===== src/rtl/mips_pc_pkg.sv =====
// mips_pc_pkg: shared types and constants for the MIPS PC sequencer.
//   pc_state_e   - sequencer FSM states
//   PC_WIDTH     - program counter width in bits
//   PC_STEP      - sequential fetch increment in bytes
//   RESET_VECTOR - default PC after reset
//   jump_target  - builds a J-type target from PC+4 and the index field
package mips_pc_pkg;

    localparam int unsigned PC_WIDTH = 32;
    localparam int unsigned PC_STEP  = 4;
    localparam logic [PC_WIDTH-1:0] RESET_VECTOR = 32'h0000_0000;

    typedef enum logic [1:0] {
        StIdle,
        StFetch,
        StRedirect
    } pc_state_e;

    // J-type target keeps the top nibble of the delay-slot PC.
    function automatic logic [PC_WIDTH-1:0] jump_target(
        input logic [PC_WIDTH-1:0] pc_plus4,
        input logic [25:0]         index
    );
        return {pc_plus4[31:28], index, 2'b00};
    endfunction

endpackage


===== src/rtl/pc_sequencer_if.sv =====
// pc_sequencer_if: groups the redirect inputs and the instruction-fetch handshake.
//   stall, branch, zero, jump, br_pc_next, branch_imm, jump_index - from hazard/branch logic
//   if_ack                                 - from instruction memory
//   if_req, pc, pc_next, fetch_done, flush - from the sequencer
// Modports: master = the PC sequencer, slave = the surrounding pipeline/memory.
interface pc_sequencer_if;
    import mips_pc_pkg::*;

    logic                stall;
    logic                branch;
    logic                zero;
    logic                jump;
    logic [PC_WIDTH-1:0] br_pc_next;
    logic [PC_WIDTH-1:0] branch_imm;
    logic [25:0]         jump_index;
    logic                if_ack;
    logic                if_req;
    logic [PC_WIDTH-1:0] pc;
    logic [PC_WIDTH-1:0] pc_next;
    logic                fetch_done;
    logic                flush;

    modport master (
        input  stall, branch, zero, jump, br_pc_next, branch_imm, jump_index, if_ack,
        output if_req, pc, pc_next, fetch_done, flush
    );

    modport slave (
        output stall, branch, zero, jump, br_pc_next, branch_imm, jump_index, if_ack,
        input  if_req, pc, pc_next, fetch_done, flush
    );

endinterface


===== src/rtl/pc_adder.sv =====
// pc_adder: 32-bit branch target adder, wraps modulo 2^32.
//   pc_plus4  - PC+4 of the branch instruction
//   shift_out - word offset already shifted to bytes
//   sum       - branch target
module pc_adder
    import mips_pc_pkg::*;
(
    input  logic [PC_WIDTH-1:0] pc_plus4,
    input  logic [PC_WIDTH-1:0] shift_out,
    output logic [PC_WIDTH-1:0] sum
);

    assign sum = pc_plus4 + shift_out;

endmodule


===== src/rtl/pc_target_calc.sv =====
// pc_target_calc: combinational redirect decode and target selection.
//   branch, zero, jump - resolving control-flow instruction
//   br_pc_next         - PC+4 of that instruction
//   branch_imm         - sign-extended word offset
//   jump_index         - J-type index field
//   redirect           - a taken branch or a jump is present
//   target             - selected redirect target (jump wins over branch)
module pc_target_calc
    import mips_pc_pkg::*;
(
    input  logic                branch,
    input  logic                zero,
    input  logic                jump,
    input  logic [PC_WIDTH-1:0] br_pc_next,
    input  logic [PC_WIDTH-1:0] branch_imm,
    input  logic [25:0]         jump_index,
    output logic                redirect,
    output logic [PC_WIDTH-1:0] target
);

    logic [PC_WIDTH-1:0] shift_out;
    logic [PC_WIDTH-1:0] branch_target;
    logic                unused_imm_hi;

    // The top two offset bits fall off the word-to-byte shift.
    assign shift_out     = {branch_imm[29:0], 2'b00};
    assign unused_imm_hi = ^branch_imm[31:30];

    pc_adder u_pc_adder (
        .pc_plus4  (br_pc_next),
        .shift_out (shift_out),
        .sum       (branch_target)
    );

    assign redirect = jump | (branch & zero);
    assign target   = jump ? jump_target(br_pc_next, jump_index) : branch_target;

endmodule


===== src/rtl/pc_sequencer.sv =====
// pc_sequencer: owns the PC and the instruction-fetch handshake of the MIPS core.
//   clk   - system clock, rising edge
//   rst_n - asynchronous active-low reset
//   bus   - pc_sequencer_if.master: redirect inputs, stall, fetch handshake,
//           pc / pc_next, fetch_done and flush pulses
// Redirects seen while a fetch is outstanding are parked in a pending register
// and applied when the in-flight (wrong-path) fetch completes.
module pc_sequencer
    import mips_pc_pkg::*;
#(
    parameter logic [PC_WIDTH-1:0] ResetVector = RESET_VECTOR,
    parameter int unsigned         PcStep      = PC_STEP
) (
    input logic                  clk,
    input logic                  rst_n,
    pc_sequencer_if.master       bus
);

    localparam logic [PC_WIDTH-1:0] Step = PC_WIDTH'(PcStep);

    pc_state_e           state_q, state_d;
    logic [PC_WIDTH-1:0] pc_q, pc_d;
    logic [PC_WIDTH-1:0] pend_q, pend_d;
    logic                outst_q, outst_d;

    logic                redirect;
    logic [PC_WIDTH-1:0] target;
    logic [PC_WIDTH-1:0] pc_inc;
    logic                if_req;
    logic                fetch_done;
    logic                flush;

    pc_target_calc u_target_calc (
        .branch     (bus.branch),
        .zero       (bus.zero),
        .jump       (bus.jump),
        .br_pc_next (bus.br_pc_next),
        .branch_imm (bus.branch_imm),
        .jump_index (bus.jump_index),
        .redirect   (redirect),
        .target     (target)
    );

    assign pc_inc = pc_q + Step;

    always_comb begin
        state_d    = state_q;
        pc_d       = pc_q;
        pend_d     = pend_q;
        outst_d    = outst_q;
        if_req     = 1'b0;
        fetch_done = 1'b0;
        flush      = 1'b0;

        unique case (state_q)
            StIdle: begin
                // Any late ack from before reset is dropped here.
                state_d = StFetch;
            end

            StFetch: begin
                if_req = !(bus.stall && !outst_q);
                if (bus.if_ack) begin
                    outst_d = 1'b0;
                    if (redirect) begin
                        pc_d  = target;
                        flush = 1'b1;
                    end else if (!bus.stall) begin
                        pc_d       = pc_inc;
                        fetch_done = 1'b1;
                    end
                end else if (redirect) begin
                    if (outst_q) begin
                        pend_d  = target;
                        state_d = StRedirect;
                    end else begin
                        // A request raised only this cycle is withdrawn with the old PC.
                        pc_d    = target;
                        flush   = 1'b1;
                        outst_d = 1'b0;
                    end
                end else begin
                    outst_d = if_req;
                end
            end

            StRedirect: begin
                if_req = 1'b1;
                if (bus.if_ack) begin
                    // A redirect coinciding with the ack is the most recent one.
                    pc_d    = redirect ? target : pend_q;
                    flush   = 1'b1;
                    outst_d = 1'b0;
                    state_d = StFetch;
                end else if (redirect) begin
                    pend_d = target;
                end
            end

            default: begin
                state_d = StIdle;
            end
        endcase
    end

    always_ff @(posedge clk or negedge rst_n) begin
        if (!rst_n) begin
            state_q <= StIdle;
            pc_q    <= {ResetVector[PC_WIDTH-1:2], 2'b00};
            pend_q  <= '0;
            outst_q <= 1'b0;
        end else begin
            state_q <= state_d;
            pc_q    <= {pc_d[PC_WIDTH-1:2], 2'b00};
            pend_q  <= pend_d;
            outst_q <= outst_d;
        end
    end

    assign bus.if_req     = if_req;
    assign bus.pc         = pc_q;
    assign bus.pc_next    = pc_inc;
    assign bus.fetch_done = fetch_done;
    assign bus.flush      = flush;

endmodule


===== src/flat_wrapper.sv =====
// flat-port wrapper written by rule: the top's interface ports become plain ports
module pc_sequencer_flat import mips_pc_pkg::*;
#(
    parameter logic [PC_WIDTH-1:0] ResetVector = RESET_VECTOR,
    parameter int unsigned         PcStep      = PC_STEP
)
  (clk, rst_n, bus_stall, bus_branch, bus_zero, bus_jump, bus_br_pc_next, bus_branch_imm, bus_jump_index, bus_if_ack, bus_if_req, bus_pc, bus_pc_next, bus_fetch_done, bus_flush);
  pc_sequencer_if bus_i ();
  input logic clk;
  input logic rst_n;
  input wire logic [$bits(bus_i.stall)-1:0] bus_stall;
  input wire logic [$bits(bus_i.branch)-1:0] bus_branch;
  input wire logic [$bits(bus_i.zero)-1:0] bus_zero;
  input wire logic [$bits(bus_i.jump)-1:0] bus_jump;
  input wire logic [$bits(bus_i.br_pc_next)-1:0] bus_br_pc_next;
  input wire logic [$bits(bus_i.branch_imm)-1:0] bus_branch_imm;
  input wire logic [$bits(bus_i.jump_index)-1:0] bus_jump_index;
  input wire logic [$bits(bus_i.if_ack)-1:0] bus_if_ack;
  output wire logic [$bits(bus_i.if_req)-1:0] bus_if_req;
  output wire logic [$bits(bus_i.pc)-1:0] bus_pc;
  output wire logic [$bits(bus_i.pc_next)-1:0] bus_pc_next;
  output wire logic [$bits(bus_i.fetch_done)-1:0] bus_fetch_done;
  output wire logic [$bits(bus_i.flush)-1:0] bus_flush;
  assign bus_i.stall = bus_stall;
  assign bus_i.branch = bus_branch;
  assign bus_i.zero = bus_zero;
  assign bus_i.jump = bus_jump;
  assign bus_i.br_pc_next = bus_br_pc_next;
  assign bus_i.branch_imm = bus_branch_imm;
  assign bus_i.jump_index = bus_jump_index;
  assign bus_i.if_ack = bus_if_ack;
  assign bus_if_req = bus_i.if_req;
  assign bus_pc = bus_i.pc;
  assign bus_pc_next = bus_i.pc_next;
  assign bus_fetch_done = bus_i.fetch_done;
  assign bus_flush = bus_i.flush;
  pc_sequencer #(.ResetVector(ResetVector), .PcStep(PcStep)) u_core (.clk(clk), .rst_n(rst_n), .bus(bus_i));
endmodule

===== config.mk =====
export PLATFORM = sky130hd
export DESIGN_NAME = pc_sequencer_flat
export DESIGN_NICKNAME = d
export VERILOG_FILES = /design/src/rtl/mips_pc_pkg.sv /design/src/rtl/pc_sequencer_if.sv /design/src/rtl/pc_adder.sv /design/src/rtl/pc_target_calc.sv /design/src/rtl/pc_sequencer.sv /design/src/flat_wrapper.sv
export SDC_FILE = /design/constraint.sdc
export NUM_CORES = 1
export LEC_CHECK = 0
export ABC_CLOCK_PERIOD_IN_PS = 3000
export BUFFER_PORTS_ARGS = -buffer_cell sky130_fd_sc_hd__buf_4
export CORE_ASPECT_RATIO = 0.5
export CORE_MARGIN = 1
export CORE_UTILIZATION = 59
export DETAILED_ROUTE_END_ITERATION = 8
export PLACE_DENSITY = 0.94
export SLEW_MARGIN = 10
export SYNTH_ARGS = -nofsm -noshare
export SYNTH_HDL_FRONTEND = slang
export SYNTH_HIERARCHICAL = 1
export SYNTH_SLANG_ARGS = --single-unit

===== constraint.sdc =====
create_clock -name clk -period 3 [get_ports clk]
set_input_delay 0.15 -clock clk [delete_from_list [all_inputs] [get_ports clk]]
set_output_delay 0.15 -clock clk [all_outputs]
set_load 0.005 [all_outputs]

---- Word-level counts from Yosys, hierarchy flattened ----
Cells that the tools add are included.
storage, ports and cells
  register bits after elaboration ......... 65
  bits in latches ......................... 0
  memory bits (writable) .................. 0
  bits in read-only memories .............. 0
  output and inout bits ................... 67
  logic and storage cells ................. 62
  memories ................................ 0
cells by class
  add/sub/neg operators ................... 2
  multipliers ............................. 0
  divide/modulo/power cells ............... 0
  order comparisons ....................... 0
  equal/unequal tests ..................... 10
  shift-type cells ........................ 0
  multiplexer cells ....................... 35
  bitwise gates (word level) .............. 2
  reductions and logical operators ........ 9
operator list
  operator                 count
  $mux W32                 12
  $pmux W32 S2             2
  $add A32 B3 Y32 const B  1
  $add A32 B32 Y32         1
  $mux W1                  13
  $reduce_and A5 Y1        2
  $mux W2                  4
  $ne A2 B2 Y1 const B     3
  $ne A3 B2 Y1 const B     2
  $pmux W1 S2              3
  $pmux W2 S3              1
  $ne A2 B1 Y1 const B     2
  $reduce_and A4 Y1        1
  $ne A3 B3 Y1 const B     1
  $eq A2 B1 Y1 const B     1
  $eq A2 B2 Y1 const B     1
  $logic_not A1 Y1         2
  $logic_not A2 Y1         1
  $reduce_and A2 Y1        1
  $reduce_bool A2 Y1       1
  $and A1 B1 Y1            1
  $logic_and A1 B1 Y1      1
  $or A1 B1 Y1             1

---- Longest topological paths before layout ----
  depth in word-level cells ............... 6
  mapped depth ............................ 14
  depth with buffers taken out ............ 14

---- Cells and area by module ----
The synthesis kept the hierarchy.
modules (own cells, without submodules)
  module          times used  cells each  area an instance (µm²)  seq. area each (µm²)
  pc_sequencer    1           464         4211.5                  1576.5
  pc_adder        1           241         1744.2                  0.0
  pc_target_calc  1           38          529.3                   0.0

---- Least setup slack after synthesis ----
No wires, ideal clock.
  path kind ............................... input to register
  start point ............................. input bus_br_pc_next[4]
  end point ............................... register u_core.pc_q[31], in the netlist u_core/bus.pc[31]
  data arrival time ....................... 2.710 ns
  data required time ...................... 2.872 ns
  path slack .............................. 0.162 ns
  stages .................................. 13
  cell sequence ........................... ha_1 > o211ai_1 > o21ai_2 > o21bai_4 > a22oi_4 > a311oi_4 > o311a_1 > or3_1 > mux2_2 > a221oi_1 > o22ai_1 > nor2_1 > nor3_1
between the ends
  longest elaborated chain between the ends .. 6
  elaborated cells on any way between the ends .. 9
RTL lines
  item                                        RTL line              RTL
  from (decl)                                 flat_wrapper.sv:15    input wire logic [$bits(bus_i.br_pc_next)-1:0] bus_br_pc_next;
  $add A32 B32 Y32 *                          pc_adder.sv:13        assign sum = pc_plus4 + shift_out;
  net u_core.u_target_calc.branch_target[31]  pc_target_calc.sv:22  logic [PC_WIDTH-1:0] branch_target;
  $mux W32 *                                  pc_target_calc.sv:36  assign target = jump ? jump_target(br_pc_next, jump_index) : branch_target;
  net u_core.target[31]                       pc_sequencer.sv:27    logic [PC_WIDTH-1:0] target;
  $mux W32                                    pc_sequencer.sv:73    if (outst_q) begin
  $mux W32                                    pc_sequencer.sv:72    end else if (redirect) begin
  $mux W32                                    pc_sequencer.sv:63    if (bus.if_ack) begin
  $pmux W32 S2 *                              pc_sequencer.sv:55    unique case (state_q)
  to (signal assigned)                        pc_sequencer.sv:109   pc_q <= {ResetVector[PC_WIDTH-1:2], 2'b00};
  to (signal assigned)                        pc_sequencer.sv:114   pc_q <= {pc_d[PC_WIDTH-1:2], 2'b00};
  to (decl)                                   pc_sequencer.sv:22    logic [PC_WIDTH-1:0] pc_q, pc_d;
Mark *: on every way through the listed nets, which the timed path passes. The rest lies on a longest branch. The select of a mux whose other input is x is not followed.
A chain may end at the register's enable or synchronous reset.

---- Final worst setup path ----
  start point ............................. register u_core.state_q[1]
  end point ............................... register u_core.pc_q[15], in the netlist u_core/bus.pc[15]
between the ends
  longest elaborated chain between the ends .. 3
  elaborated cells on any way between the ends .. 9
RTL lines
  item                                                 RTL line             RTL
  from (decl)                                          pc_sequencer.sv:21   pc_state_e state_q, state_d;
  from (signal assigned)                               pc_sequencer.sv:108  state_q <= StIdle;
  from (signal assigned)                               pc_sequencer.sv:113  state_q <= state_d;
  $eq A2 B1 Y1 / $eq A2 B2 Y1 (equally long branches)  pc_sequencer.sv:55
  $ne A3 B3 Y1 (no line) (tied with other cells)       -
  $reduce_and A5 Y1 (no line)                          -
Parallel ways exist; a longest one is shown, timed or not.

==> out/qor.yml <==
outcome: "complete, but fails checks"
failed_checks: "DRC"
crit_path_end_kind: "flop"
relSlewSlack: 0.446
area_growth_pct: 28.4
clkLatencyLatePin_ns: 0.33
grt_max_degree: 64
finalWeightedCongestion: 0.927
crit_required_ns: 3.19
n_antenna_cell: 0
avgSynthCellArea_um2: 8.73
ctsHtreeMaxLevel: 3
hold_slack_ns: 0.203
cts_buffer_depth: 2
drc: 2
hold_viol: 0
die_h_um: 76.1
first_iter_violations: 1271
fin_ws_ns: 0.0732
nNetsFinal: 1057
crit_fanout: 22
dieWidth_um: 150
initial_core_util: 0.620
fin_crit_ns: 2.93
period_share: 0.976
clockRootBuffer: "clkbuf_16"
core_area_um2: 10400
firstDrtPassIters: 9
path_delay_family: "simple AND/OR/NAND/NOR gates"
grt.overflow.total: 0
tritoncts: "done"
crit_buf_inv: 2
p_leak_nw: 3.93
num_vias: 7184
via_per_inst: 6.74
finalMaxSlewViolations: 0
cpMaxStageDelayCell: "ha_1"
p_per_area_nw_per_um2: 750
irDropWorstVdd_mv: 0.442
cap_violations: 0
grtUsageTotal: 0.401
cp_data_arrival_time_ns: 3.12
die_area_um2: 11400
syn_area_um2: 6470
critPathMaxStageDelay_ns: 0.53
max_freq_mhz: 342
wl_um: 22500
syn_inst: 741
wl_per_cell_um: 21.1
skew_ns: 0.00697
holdCritPathClass: "in2reg"
antenna_found_initial: 0
cts_made_buffers: 9
io_pins: 164
crit_chain: "inv_1 > ha_1 > nor2b_1 > a211oi_2 > buf_4 > nand2_1 > nor2_1 > a221o_1"
cts.sinks: 63
criticalPathCategory: "reg2reg"
finalSetupViolations: 0
hpwlAfterDp_um: 16000
grt_pass1_wl_um: 35900
pre_cts_ws_ns: -0.123
yosys_warnings: 6
port_buffers: 157
clk_pin_slew_worst_paths_ns: 0.06
num_rows: 26
grt_pass1_vias: 7024
drive_gt1_frac: 0.338
ant_nets: 0
cp-start-kind: "flop"
worst_pin_slew_ns: 0.831
-- where the power goes --
group          switching [W]  internal [W]  total [W]
combinational        0.00178       0.00166    0.00344
sequential          0.000580       0.00126    0.00184
clock               0.000363      0.000594   0.000957
-- routing by layer --
metal | share of wire | wire length [µm] | vias up | global-route usage
met2 | 0.43 | 9640 | 608 | 0.619
li1 | - | - | 3126 | -
met3 | 0.14 | 3220 | 171 | 0.138
met5 | 0 | 0 | - | 0
met4 | 0.050 | 1120 | 0 | 0.159
met1 | 0.38 | 8500 | 3279 | 0.511
-- per-stage QoR --
stage	std cells	total power (W)	setup TNS (ns)	cell area (µm²)	utilization
5_1_grt	1066	0.00652	-0.0389	8310	0.796
3_3_place_gp	1051	0.00480	-0.0592	8030	0.769
3_5_place_dp	1051	0.00499	-0.188	8030	0.769
2_1_floorplan	746	0.00359	0	6490	-
6_report	1066	0.00623	0	8310	0.796
4_1_cts	1066	0.00604	0	8300	0.795
-- flip-flops by register name, summed over array words and instances, names as in the netlist --
| signal | flops |
|---|---|
| u_core/pend_q | 30 |
| u_core/outst_q | 1 |
| u_core/bus.pc | 30 |
| u_core/state_q | 2 |
-- worst paths after layout --
kind,startpoint,end,slack [ns],cells after the start
max,u_core/state_q[1]$_DFFE_PN0P_,u_core/bus.pc[15]$_DFFE_PN0P_,0.07,8
min,bus_jump_index[3],u_core/pend_q[5]$_DFFE_PN0P_,0.20,3
max reg2reg,u_core/state_q[1]$_DFFE_PN0P_,u_core/bus.pc[15]$_DFFE_PN0P_,0.07,8
min reg2reg,u_core/pend_q[5]$_DFFE_PN0P_,u_core/pend_q[5]$_DFFE_PN0P_,0.52,1
max in group asynchronous,rst_n,u_core/bus.pc[27]$_DFFE_PN0P_,1.98,2
min in group asynchronous,rst_n,u_core/state_q[1]$_DFFE_PN0P_,0.47,2
-- repair_timing --
item / CTS / global route
endpoints found under the setup margin: 0 / 1
resized for setup: 0 / 3
hold endpoints to repair: 63 / 0
hold buffers: 1 / 0
buffers inserted: 0 / 0
-- placed cells by master, fill, tap and decap left out, types with 9 or more instances in the layout --
cell type,n
a22o_1,9
mux2_2,34
nand2_1,50
mux2i_1,10
a22oi_1,17
ha_1,36
a21o_1,23
clkbuf_16,9
dfrtp_1,63
buf_4,218
nor3_1,11
nand4_1,19
inv_1,16
o21ai_0,31
xnor2_1,27
a21oi_1,66
nand3_1,32
nor2_1,42
mux2_4,27
xor2_1,29
-- worst register-to-register path, stage by stage (launching register included) --
cell and delay (ns):
dfrtp_1 0.43, inv_1 0.12, ha_1 0.53, nor2b_1 0.43, a211oi_2 0.13, buf_4 0.24, nand2_1 0.46, nor2_1 0.13
a221o_1 0.32
-- cell type report --
class | count | area [µm²]
timing repair buffer | 219 | 1650
sequential | 63 | 1580
clock buffer | 13 | 260
clock inverter | 1 | 5.00
inverter | 17 | 63.8
tap | 140 | 175
fill | 660 | 2130
multi-input combinational | 613 | 4590
(Power assumes the default switching activity.)
